===== src/rtl/redstone_pkg.sv =====
// redstone_pkg: shared widths, FSM states and event record for the redstone I/O bridge
package redstone_pkg;
  localparam int STAMP_W = 16;
  localparam int TICK_DIV_DEFAULT = 5000000;
  localparam int EVT_DATA_W = 10;
  typedef enum logic [2:0] {WAIT, APPLY, PULSE, SETTLE, SAMPLE} state_t;
  typedef struct packed {
    logic [EVT_DATA_W-1:0] data;
    logic [STAMP_W-1:0]    stamp;
  } evt_t;
  function automatic logic [STAMP_W-1:0] stamp_inc(input logic [STAMP_W-1:0] s);
    return s + 1'b1;
  endfunction
endpackage


===== src/rtl/redstone_io_bridge_fifo.sv =====
// redstone_evt_fifo: small synchronous FIFO for change events
// Push while full is accepted only when a pop happens in the same cycle.
module redstone_evt_fifo
  import redstone_pkg::*;
#(
  parameter int WIDTH = $bits(evt_t),
  parameter int DEPTH = 4
) (
  input  logic             i_clk,
  input  logic             i_rst_n,
  input  logic             push,
  input  logic             pop,
  input  logic [WIDTH-1:0] wdata,
  output logic [WIDTH-1:0] rdata,
  output logic             full,
  output logic             empty
);
  localparam int AW = $clog2(DEPTH);
  logic [WIDTH-1:0] mem [DEPTH];
  logic [AW:0] wr_ptr, rd_ptr;
  logic do_pop, do_push;
  assign empty = wr_ptr == rd_ptr;
  assign full = (wr_ptr[AW] != rd_ptr[AW]) && (wr_ptr[AW-1:0] == rd_ptr[AW-1:0]);
  assign do_pop = pop & !empty;
  assign do_push = push & (!full | do_pop);
  assign rdata = mem[rd_ptr[AW-1:0]];
  always_ff @(posedge i_clk or negedge i_rst_n) begin
    if (!i_rst_n) begin
      wr_ptr <= '0;
      rd_ptr <= '0;
    end else begin
      if (do_push) wr_ptr <= wr_ptr + 1'b1;
      if (do_pop) rd_ptr <= rd_ptr + 1'b1;
    end
  end
  always_ff @(posedge i_clk) begin
    if (do_push) mem[wr_ptr[AW-1:0]] <= wdata;
  end
endmodule


===== src/rtl/redstone_io_bridge.sv =====
// redstone_io_bridge: tick generator, input-command applier and output-change monitor
// Optional REDSTONE_BRIDGE_STATS_EN adds o_drop_cnt and o_cmd_cnt.
module redstone_io_bridge
  import redstone_pkg::*;
#(
  parameter int N_IN       = 10,
  parameter int N_OUT      = 10,
  parameter int TICK_DIV   = TICK_DIV_DEFAULT,
  parameter int FIFO_DEPTH = 4
) (
  input  logic               i_clk,
  input  logic               i_rst_n,
  input  logic               i_run,
  input  logic               i_step,
  input  logic               i_cmd_valid,
  output logic               o_cmd_ready,
  input  logic [N_IN-1:0]    i_cmd_mask,
  input  logic [N_IN-1:0]    i_cmd_data,
  output logic               o_tick,
  output logic [N_IN-1:0]    o_circ_in,
  input  logic [N_OUT-1:0]   i_circ_out,
  output logic               o_evt_valid,
  input  logic               i_evt_ready,
  output logic [N_OUT-1:0]   o_evt_data,
  output logic [STAMP_W-1:0] o_evt_stamp,
  output logic               o_overflow
`ifdef REDSTONE_BRIDGE_STATS_EN
  ,
  output logic [7:0]         o_drop_cnt,
  output logic [15:0]        o_cmd_cnt
`endif
);
  localparam int DIV_W = $clog2(TICK_DIV);
  localparam logic [DIV_W-1:0] DIV_LAST = DIV_W'(TICK_DIV - 1);
  typedef struct packed {
    logic [N_OUT-1:0]   data;
    logic [STAMP_W-1:0] stamp;
  } slot_t;
  state_t state, next;
  logic [DIV_W-1:0] div;
  logic [N_IN-1:0] circ_in, mask_q, data_q;
  logic [STAMP_W-1:0] tick_cnt;
  logic [N_OUT-1:0] last;
  logic pending, overflow, full, empty, pop, change, push, drop, accept, apply;
  slot_t wr_evt, rd_evt;
  assign accept = i_cmd_valid & !pending;
  assign apply = (state == APPLY) & pending;
  assign pop = !empty & i_evt_ready;
  assign change = (state == SAMPLE) & (i_circ_out != last);
  assign push = change & (!full | pop);
  assign drop = change & full & !pop;
  assign wr_evt = '{data: i_circ_out, stamp: tick_cnt};
  always_ff @(posedge i_clk or negedge i_rst_n) begin
    if (!i_rst_n) state <= WAIT;
    else state <= next;
  end
  always_comb begin
    next = state;
    case (state)
      WAIT:    next = (i_run ? div == DIV_LAST : i_step) ? APPLY : WAIT;
      APPLY:   next = PULSE;
      PULSE:   next = SETTLE;
      SETTLE:  next = SAMPLE;
      SAMPLE:  next = WAIT;
      default: next = WAIT;
    endcase
  end
  // SAMPLE already counts as the first divider cycle so the run period is TICK_DIV+3
  always_ff @(posedge i_clk or negedge i_rst_n) begin
    if (!i_rst_n) begin
      div      <= '0;
      circ_in  <= '0;
      pending  <= 1'b0;
      mask_q   <= '0;
      data_q   <= '0;
      tick_cnt <= '0;
      last     <= '0;
      overflow <= 1'b0;
    end else begin
      div <= ((state == WAIT && i_run && div != DIV_LAST) || (state == SAMPLE && i_run)) ? div + 1'b1 : '0;
      if (apply) circ_in <= (circ_in & ~mask_q) | (data_q & mask_q);
      if (accept) begin
        pending <= 1'b1;
        mask_q  <= i_cmd_mask;
        data_q  <= i_cmd_data;
      end else if (apply) begin
        pending <= 1'b0;
      end
      if (state == PULSE) tick_cnt <= stamp_inc(tick_cnt);
      if (change) last <= i_circ_out;
      if (drop) overflow <= 1'b1;
    end
  end
  redstone_evt_fifo #(.WIDTH($bits(slot_t)), .DEPTH(FIFO_DEPTH)) u_fifo (
    .i_clk   (i_clk),
    .i_rst_n (i_rst_n),
    .push    (push),
    .pop     (pop),
    .wdata   (wr_evt),
    .rdata   (rd_evt),
    .full    (full),
    .empty   (empty)
  );
  assign o_tick = state == PULSE;
  assign o_circ_in = circ_in;
  assign o_cmd_ready = !pending;
  assign o_evt_valid = !empty;
  assign o_evt_data = rd_evt.data;
  assign o_evt_stamp = rd_evt.stamp;
  assign o_overflow = overflow;
`ifdef REDSTONE_BRIDGE_STATS_EN
  logic [7:0] drop_cnt;
  logic [15:0] cmd_cnt;
  always_ff @(posedge i_clk or negedge i_rst_n) begin
    if (!i_rst_n) begin
      drop_cnt <= '0;
      cmd_cnt  <= '0;
    end else begin
      drop_cnt <= drop_cnt + 8'(drop && drop_cnt != 8'hFF);
      cmd_cnt  <= cmd_cnt + 16'(apply);
    end
  end
  assign o_drop_cnt = drop_cnt;
  assign o_cmd_cnt = cmd_cnt;
`endif
endmodule


===== config.mk =====
export PLATFORM = sky130hd
export DESIGN_NAME = redstone_io_bridge
export DESIGN_NICKNAME = d
export VERILOG_FILES = /design/src/rtl/redstone_pkg.sv /design/src/rtl/redstone_io_bridge_fifo.sv /design/src/rtl/redstone_io_bridge.sv
export SDC_FILE = /design/constraint.sdc
export NUM_CORES = 1
export LEC_CHECK = 0
export CAP_MARGIN = 20
export CORE_ASPECT_RATIO = 1.1
export CORE_MARGIN = 4
export CORE_UTILIZATION = 35
export CTS_CLUSTER_DIAMETER = 30
export CTS_CLUSTER_SIZE = 30
export DETAILED_ROUTE_END_ITERATION = 8
export GPL_TIMING_DRIVEN = 0
export HOLD_SLACK_MARGIN = 0.12
export PLACE_DENSITY = 0.57
export SYNTH_ARGS = -nofsm -noshare
export SYNTH_HDL_FRONTEND = slang
export SYNTH_SLANG_ARGS = --single-unit

===== constraint.sdc =====
create_clock -name i_clk -period 6.88 [get_ports i_clk]
set_clock_uncertainty 0.1 [all_clocks]
set_input_delay 1.72 -clock i_clk [delete_from_list [all_inputs] [get_ports i_clk]]
set_output_delay 1.72 -clock i_clk [all_outputs]
set_load 0.01 [all_outputs]

; ---- Word-level counts from Yosys, hierarchy flattened
; Memories as Yosys holds them, arrays and structs flattened.
; Cells that the tools add are included.
[classes]
muxes = 8
add_sub_neg = 4
reduce_logical = 11
bitwise = 15
n_eq_ne = 10
[ops]
columns = op, n
row1 = adder 23 x 1 -> 23 bit (second input constant), 1
row2 = == test 23 bit (second input constant), 1
row3 = two-way mux 23 bit, 1
row4 = inequality test 23 bit (second input constant), 1
row5 = bitwise AND 10 bit, 2
row6 = adder 16 x 1 -> 16 bit (second input constant), 1
row7 = one-hot mux 3 bit (4 select lines), 1
row8 = inequality test 10 bit, 1
row9 = inverter 10 bit, 1
row10 = OR 10 bit, 1
row11 = bitwise AND 1 bit, 9
row12 = adder 3 x 1 -> 3 bit (second input constant), 2
row13 = == test 3 x 2 -> 1 bit (second input constant), 2
row14 = two-way mux 1 bit, 6
row15 = logical AND 1 bit, 4
row16 = zero test 1 bit, 4
row17 = == test 3 x 1 -> 1 bit (second input constant), 1
row18 = == test 3 bit, 1
row19 = == test 3 bit (second input constant), 1
row20 = zero test 3 bit, 1
row21 = == test 2 bit, 1
row22 = OR 1 bit, 2
row23 = nonzero test 2 bit, 1
row24 = logical OR 1 bit, 1
row25 = inequality test 1 bit, 1
[totals]
regBits = 90
n_memories = 1
input_bits = 36
mem_bits_rw = 104
elab_cells = 60
[memory_table]
columns = name, depth, width, rd, rd_ports_with_merged_regs, wr, line
row1 = u_fifo.mem, 4, 26, 1, 0, 1, redstone_io_bridge_fifo.sv:19  ; logic [WIDTH-1:0] mem [DEPTH];

; ---- Depth between registers and ports, before layout
; Gate-level depths: netlist of the first run.
[logic_depth]
ltp_word = 8
mapped_depth = 7
depth_no_buf = 6

; ---- Modules after synthesis
; A second synthesis of the first run with hierarchy kept.
[hier_totals]
cells_unflattened = 501
area_unflattened_um2 = 7917.6
[modules_own_cells]
columns = mod, area_each_um2, n_inst, cells_per_inst
row1 = redstone_evt_fifo, 4202.8, 1, 182
row2 = redstone_io_bridge, 3714.8, 1, 319

; ---- Worst setup path after synthesis of the first run
; Ideal clock, no wire load.
[synth_timing]
kind = input to register
from = input i_circ_out[8]
to = memory u_fifo.mem[0][0] in the netlist's numbering, enable pin
t_required_ns = 6.395
arrival_ns = 3.050
path_buffers = 1
setup_slack_ns = 3.345
setup_time_ns = 0.385
path_stages = 5
path_cell_list = xor2_1 -> nor4_1 -> a31oi_1 -> buf_2 -> and3_1
[synth_between]
elab_chain_cells = 6
[synth_lines]
columns = element, line
row1 = start: declaration, redstone_io_bridge.sv:21  ; input logic [N_OUT-1:0] i_circ_out,
row2 = inequality test 10 bit, redstone_io_bridge.sv:49  ; assign change = (state == SAMPLE) & (i_circ_out != last);
row3 = bitwise AND 1 bit, redstone_io_bridge.sv:49
row4 = bitwise AND 1 bit, redstone_io_bridge.sv:50  ; assign push = change & (!full | pop);
row5 = bitwise AND 1 bit, redstone_io_bridge_fifo.sv:25  ; assign do_push = push & (!full | do_pop);
row6 = two-way mux 1 bit, redstone_io_bridge_fifo.sv:37  ; if (do_push) mem[wr_ptr[AW-1:0]] <= wdata;
row7 = two-way mux 1 bit (not written as such), redstone_io_bridge_fifo.sv:37
row8 = end: declaration, redstone_io_bridge_fifo.sv:19
; Every way passes these cells.

; ---- Worst setup path in the final report of the first run
[layout_timing]
from = register u_fifo.rd_ptr[1]
to = output o_evt_data[0]
[layout_between]
elab_chain_cells = 1
[layout_lines]
columns = element, line
row1 = start: declaration, redstone_io_bridge_fifo.sv:20  ; logic [AW:0] wr_ptr, rd_ptr;
row2 = start signal: assignment, redstone_io_bridge_fifo.sv:33  ; if (do_pop) rd_ptr <= rd_ptr + 1'b1;
row3 = memory (4 x 26 bit), n/a
row4 = end: declaration, redstone_io_bridge.sv:24  ; output logic [N_OUT-1:0] o_evt_data,
; Every way passes these cells.

==> out/results.ini, run 1 <==
[synthesis]
synth-edff-count = 104
synth.avg_cell_area_um2 = 16.5
synth-seq-cells = 194
netlist_top_cells_area = edfxtp_1, dfrtp_1, mux4_2
syn_inst = 470
synthFlopType = edfxtp_1
synth_cell_types = 35
postSynth.asyncResetShare_pct = 46.4
yosysTopAreaCellShare_pct = 40.2
synth_seq_area_share_pct = 69.3
synth_commonest_cells = edfxtp_1, dfrtp_1, mux2_2
synth_most_common_cell = edfxtp_1
yosys_warnings = 0
syn_area_um2 = 7760
synth_nets = 513
synth.largest_area_cell = edfxtp_1

[clock_tree]
cts_buffer_depth = 2
numCtsBuffers = 17
cts_max_level = 4
cts.root.buffer_cell = clkbuf_16
cts.sink_count = 194
clk_pin_slew_ns = 0.07
ctsResizeCount = 0
clk_latency_ns = 0.42
cts_tree = yes
hold_buffers = 0
post-cts-setup-buffers = 0

[critical_path]
cp_max_fo = 10
crit_type = flip-flop to output pin
cp.required_ns = 5.06
reg2reg_slack_ns = 4.15
slowest_delay_ns = 0.62
arrival_ns = 2.83
r2r_end = u_fifo.mem[1][4]$_DFFE_PP_
path_cells = clkbuf_1, buf_1, mux4_2, clkdlybuf4s50_1
critPathSlowestCell = buf_1
rr_startpoint = state[0]$_DFF_PN0_
r2r_cells = 5
crit_path_end_kind = output pin
critPathLaunchType = flip-flop

[place]
dp_cells = 836
postPlaceCellArea_um2 = 8900
hpwl_mm = 9.37
gp_congestion = 0.751
io_buffer_count = 75

[final_layout]
area.growth.synth_to_final_pct = 22.0
instances_no_fill = 868
finalNetCount = 608
drive_gt1_share_pct = 20.2
diodes = 0
final_cell_area_um2 = 9470

[timing]
min_period_ns = 4.65
max_freq_ghz = 0.215
hold_viol = 0
finalSetupTns_ns = 0
worstMarginPinSlew_ns = 0.790
finalSetupViolations = 0
fin_crit_sh_pct = 67.6
relSlewSlack_pct = 47.3
grt_setup_unrepaired = no
report.final.slew_viol_count = 0

[detailed_routing]
drc = 0
first_iter_violations = 122
vias = 4131
wl_per_cell_um = 16.5
first_pass_iters = 4
wirelength_mm = 14.4
ant_nets = 0
via_per_inst = 4.76

[run]
drv_cap = 0

[grt]
grt_use_total_pct = 12.5
grt_remaining_overflow = 0
grt_pass1_wl_mm = 23.7
first_global_vias = 4577
antenna_found_initial = 0
grt_max_degree = 73

[hold_path]
hold_depth = 1
hp-class = flip-flop to flip-flop
hold_path.startpoint = u_fifo.wr_ptr[2]$_DFFE_PN0P_
min_to = u_fifo.wr_ptr[2]$_DFFE_PN0P_

[floorplanning]
die_height_um = 164
rows = 56
initial_core_util_pct = 36.0
fp.coreArea_um2 = 21600
die_x_um = 150
boundaryPins = 76
die-area_um2 = 24600

[run_status]
status = completed

[power]
leakagePower_nw = 3.54
pwr_density_cell_nw_per_um2 = 372
max-vdd-ir-drop_v = 0.000188

critical path: cells and delay by family, from the launching register on:
family	cells	cell delay (ns)
muxes	1	0.42
DFF	1	0.35
buffers and inverters	3	1.64
area by class of cell:
type / instances / area (um2)
inverter: 7 / 26.3
sequential: 194 / 5380
timing repair buffer: 76 / 776
tap: 290 / 363
multi-input combinational: 256 / 2290
buffer: 13 / 68.8
clock buffer: 18 / 429
fill: 1974 / 12100
clock inverter: 14 / 133
kinds of logic (layout without fill, tap and decap cells):
group	Yosys count	count (layout)	synth area share [%]
flops	194	194	69.3
simple gates	121	121	7.88
mux	69	69	13.8
xor+xnor	54	54	6.09
buf+inv	20	128	1.23
fa+ha+maj	7	7	1.13
compound gates	5	5	0.613
power by group:
group	switching, mW	leakage (nW)	internal [mW]
combinational	0.442	1.13	0.563
sequential	0.134	2.14	1.45
clock	0.433	0.265	0.505
worst max path at each step:
stage	from	to	slack, ns
global route	u_fifo.rd_ptr[1]$_DFFE_PN0P_	o_evt_data[0]	2.06
detailed placement	i_circ_out[6]	u_fifo.mem[1][7]$_DFFE_PP_	2.51
global placement	i_rst_n	last[4]$_DFFE_PN0P_	0.73
finish	u_fifo.rd_ptr[1]$_DFFE_PN0P_	o_evt_data[0]	2.23
floorplan	i_circ_out[8]	u_fifo.mem[0][0]$_DFFE_PP_	3.34
CTS	u_fifo.rd_ptr[1]$_DFFE_PN0P_	o_evt_data[0]	2.12
routing by layer:
layer | vias up | global-route usage [%] | share of wire, %
li1 | 1923 | - | -
met1 | 2105 | 15.3 | 43
met2 | 85 | 21.4 | 51
met3 | 18 | 3.56 | 4.8
met4 | 0 | 4.08 | 1.4
met5 | - | 0 | 0
layout by cell type, fill, tap and decap left out, types with 2 or more instances in the layout:
| cell | instances |
|---|---|
| mux2_2 | 43 |
| nand2_1 | 22 |
| nor4b_1 | 3 |
| edfxtp_1 | 104 |
| and2_1 | 2 |
| and4_1 | 2 |
| nand4_1 | 8 |
| xnor2_1 | 23 |
| clkinv_1 | 3 |
| buf_1 | 2 |
| and3_2 | 5 |
| inv_8 | 3 |
| and3_1 | 5 |
| buf_6 | 2 |
| clkinvlp_4 | 3 |
| dfrtp_1 | 90 |
| inv_1 | 7 |
| buf_2 | 4 |
| mux4_2 | 26 |
| xor2_1 | 31 |
| clkbuf_1 | 6 |
| clkbuf_16 | 17 |
| nand3_1 | 21 |
| ha_1 | 7 |
| clkinv_4 | 3 |
| or2_2 | 2 |
| nor2_1 | 38 |
| nor3_1 | 3 |
| nor4_1 | 4 |
| clkdlybuf4s50_1 | 74 |
through the flow:
step | worst slack [ns] | total power [mW] | hold WS (ns) | util (%)
6_report | 2.23 | 3.52 | 0.387 | 43.9
5_1_grt | 2.06 | 3.73 | 0.419 | 43.9
4_1_cts | 2.12 | 3.59 | 0.390 | 43.9
3_5_place_dp | 2.51 | 2.65 | 0.380 | 41.3
3_3_place_gp | 0.729 | 2.60 | 0.368 | 41.1
2_1_floorplan | 3.34 | 2.19 | 0.350 | -
registers in the layout, indices dropped and copies added, names as in the netlist, named ones only:
name and cells:
data_q 10, div 23, last 10, mask_q 10
o_overflow 1, pending 1, state 3, tick_cnt 16
u_fifo.mem 104, u_fifo.rd_ptr 3, u_fifo.wr_ptr 3
Note: power is estimated with default switching activity, not from simulation.
==> inputs of run 2 (changes only) <==
--- a/config.mk
+++ b/config.mk
@@ -14,7 +14,7 @@
 export DETAILED_ROUTE_END_ITERATION = 8
 export GPL_TIMING_DRIVEN = 0
 export HOLD_SLACK_MARGIN = 0.12
-export PLACE_DENSITY = 0.57
+export PLACE_DENSITY = 0.59
 export SYNTH_ARGS = -nofsm -noshare
 export SYNTH_HDL_FRONTEND = slang
 export SYNTH_SLANG_ARGS = --single-unit
==> constraint.sdc (replaced) <==
create_clock -name i_clk -period 3.9 [get_ports i_clk]
set_clock_uncertainty 0.1 [all_clocks]
set_input_delay 0.975 -clock i_clk [delete_from_list [all_inputs] [get_ports i_clk]]
set_output_delay 0.975 -clock i_clk [all_outputs]
set_load 0.01 [all_outputs]
==> out/results.ini, run 2 (same netlist as run 1, synthesis figures left out) <==
[detailed_routing]
vias = 4157  ; was 4131
via_per_inst = 4.79  ; was 4.76
dr_wl_met3_um = 636  ; was 694 um
drc = 0  ; unchanged
first_pass_iters = 4  ; unchanged
wl_met2_mm = 7.39  ; was 7.31 mm
top_layer = met4  ; unchanged
first_iter_violations = 150  ; was 122
wl_met1_mm = 6.26  ; was 6.16 mm
wl_per_cell_um = 16.6  ; was 16.5 um
wirelength_mm = 14.4  ; about the same
ant_nets = 0  ; unchanged

[floorplanning]
die_height_um = 164  ; unchanged
fp.coreArea_um2 = 21600  ; unchanged
boundaryPins = 76  ; unchanged
initial_core_util_pct = 36.0  ; unchanged
rows = 56  ; unchanged
die_x_um = 150  ; unchanged
die-area_um2 = 24600  ; unchanged

[power]
p_total_mw = 6.34  ; was 3.52 mW
leakagePower_nw = 3.58  ; was 3.54 nW
max-vdd-ir-drop_v = 0.000296  ; was 0.000188 V
pwr_density_cell_nw_per_um2 = 665  ; was 372 nW/um2

[critical_path]
crit_type = flip-flop to output pin  ; unchanged
path_cells = buf_2, buf_2, mux4_2, clkdlybuf4s50_1  ; was clkbuf_1, buf_1, mux4_2, clkdlybuf4s50_1
rr_startpoint = state[0]$_DFF_PN0_  ; unchanged
reg2reg_slack_ns = 1.12  ; was 4.15 ns
r2r_end = u_fifo.mem[1][1]$_DFFE_PP_  ; was u_fifo.mem[1][4]$_DFFE_PP_
worst-path-buf-inv = 3  ; unchanged
worstSetupStartpoint = u_fifo.rd_ptr[0]$_DFFE_PN0P_  ; was u_fifo.rd_ptr[1]$_DFFE_PN0P_
cp.required_ns = 2.82  ; was 5.06 ns
slowest_delay_ns = 0.57  ; was 0.62 ns
r2r_cells = 5  ; unchanged
endpoint = o_evt_data[5]  ; was o_evt_data[0]
crit_path_end_kind = output pin  ; unchanged
critical_path.top_delay_family = buffers and inverters  ; unchanged
critPathLaunchType = flip-flop  ; unchanged
critPathSlowestCell = mux4_2  ; was buf_1
path_depth = 4  ; unchanged
path_common_cell = buf_2
arrival_ns = 2.59  ; was 2.83 ns
cp_max_fo = 10  ; unchanged

[timing]
fin_crit_sh_pct = 94.0
worstMarginPinSlew_ns = 0.783  ; was 0.790 ns
worst_slack_ns = 0.234  ; was 2.23 ns
finalSetupTns_ns = 0  ; unchanged
min_period_ns = 3.67
max_freq_ghz = 0.273
hold_viol = 0  ; unchanged
whs_ns = 0.376  ; was 0.387 ns
grt_setup_unrepaired = no  ; unchanged
relSlewSlack_pct = 47.3  ; about the same
finalSetupViolations = 0  ; unchanged
report.final.slew_viol_count = 0  ; unchanged

[final_layout]
largest_reg_flops = 104  ; unchanged
finalNetCount = 608  ; unchanged
final_common_cell = edfxtp_1  ; unchanged
multiInputGateArea_um2 = 2290  ; unchanged
final_cell_mix = edfxtp_1, dfrtp_1, clkdlybuf4s50_1, mux2_2, nor2_1  ; unchanged
nFillCells = 1932  ; was 1974
drive_gt1_share_pct = 21.3  ; was 20.2%
area.growth.synth_to_final_pct = 22.8  ; was 22.0%
seq_area_um2 = 5380  ; unchanged
diodes = 0  ; unchanged

[grt]
grt_use_total_pct = 12.5  ; about the same
grt_max_degree = 63  ; was 73
grt_remaining_overflow = 0  ; unchanged
first_global_vias = 4577  ; unchanged
grt_pass1_wl_mm = 23.9  ; was 23.7 mm
antenna_found_initial = 0  ; unchanged

[clock_tree]
clk_pin_slew_ns = 0.08  ; was 0.07 ns
cts_tree = yes  ; unchanged
clk_latency_ns = 0.42  ; about the same
post-cts-setup-buffers = 0  ; unchanged
cts.sink_count = 194  ; unchanged
cts.root.buffer_cell = clkbuf_16  ; unchanged
numCtsBuffers = 17  ; unchanged
hold_buffers = 0  ; unchanged
ctsResizeCount = 2  ; was 0
cts_buffer_depth = 2  ; unchanged
cts_max_level = 4  ; unchanged

[place]
gp_congestion = 0.792  ; was 0.751
hpwl_mm = 9.58  ; was 9.37 mm
pre_cts_ws_ns = 0.263  ; was 2.51 ns
io_buffer_count = 75  ; unchanged

[run_status]
status = completed  ; unchanged

[run]
drv_cap = 0  ; unchanged

[hold_path]
hp-class = primary input to async pin  ; was flip-flop to flip-flop

[run 2: cell count changes in the layout (fill, tap and decap cells not counted), moves of 2 or more]
cell,change
clkinv_1,-3
clkinv_4,-3
clkinv_8,+5
inv_6,+5
inv_8,-2
clkinvlp_4,-2
clkbuf_1,-2
[run 2: area by class of cell]
cell class	instances	area share [%]
clock buffer	18	4.61
tap	290	3.81
buffer	13	0.749
multi-input combinational	256	24.1
timing repair buffer	76	8.14
inverter	7	0.276
clock inverter	14	1.92
sequential	194	56.4
[run 2: how the worst min path moves through the flow]
stage | start | end | slack, ns
3_3_place_gp | div[0]$_DFF_PN0_ | div[0]$_DFF_PN0_ | 0.37
2_1_floorplan | div[0]$_DFF_PN0_ | div[0]$_DFF_PN0_ | 0.35
4_1_cts | i_rst_n | mask_q[1]$_DFFE_PN0P_ | 0.37
3_5_place_dp | u_fifo.rd_ptr[2]$_DFFE_PN0P_ | u_fifo.rd_ptr[2]$_DFFE_PN0P_ | 0.39
5_1_grt | i_rst_n | mask_q[1]$_DFFE_PN0P_ | 0.38
6_report | i_rst_n | mask_q[1]$_DFFE_PN0P_ | 0.38
[run 2: routing by layer]
layer,global-route usage (%),up-vias
met3,3.45,14
met1,15.5,2130
met2,21.5,87
met4,3.24,0
li1,-,1926
met5,0,-
[run 2: power breakdown]
| part | switching, mW | internal (mW) | total, mW |
|---|---|---|---|
| Sequential | 0.240 | 2.55 | 2.79 |
| Clock | 0.839 | 0.943 | 1.78 |
| Combinational | 0.771 | 0.994 | 1.77 |
| Total | 1.85 | 4.49 | 6.34 |
[run 2: through the flow]
step | area [um2] | util (%) | std cells
3_3_place_gp | 8870 | 41.1 | 835
4_1_cts | 9530 | 44.2 | 868
3_5_place_dp | 8900 | 41.3 | 836
2_1_floorplan | 7760 | - | 470
6_report | 9530 | 44.2 | 868
5_1_grt | 9530 | 44.2 | 868
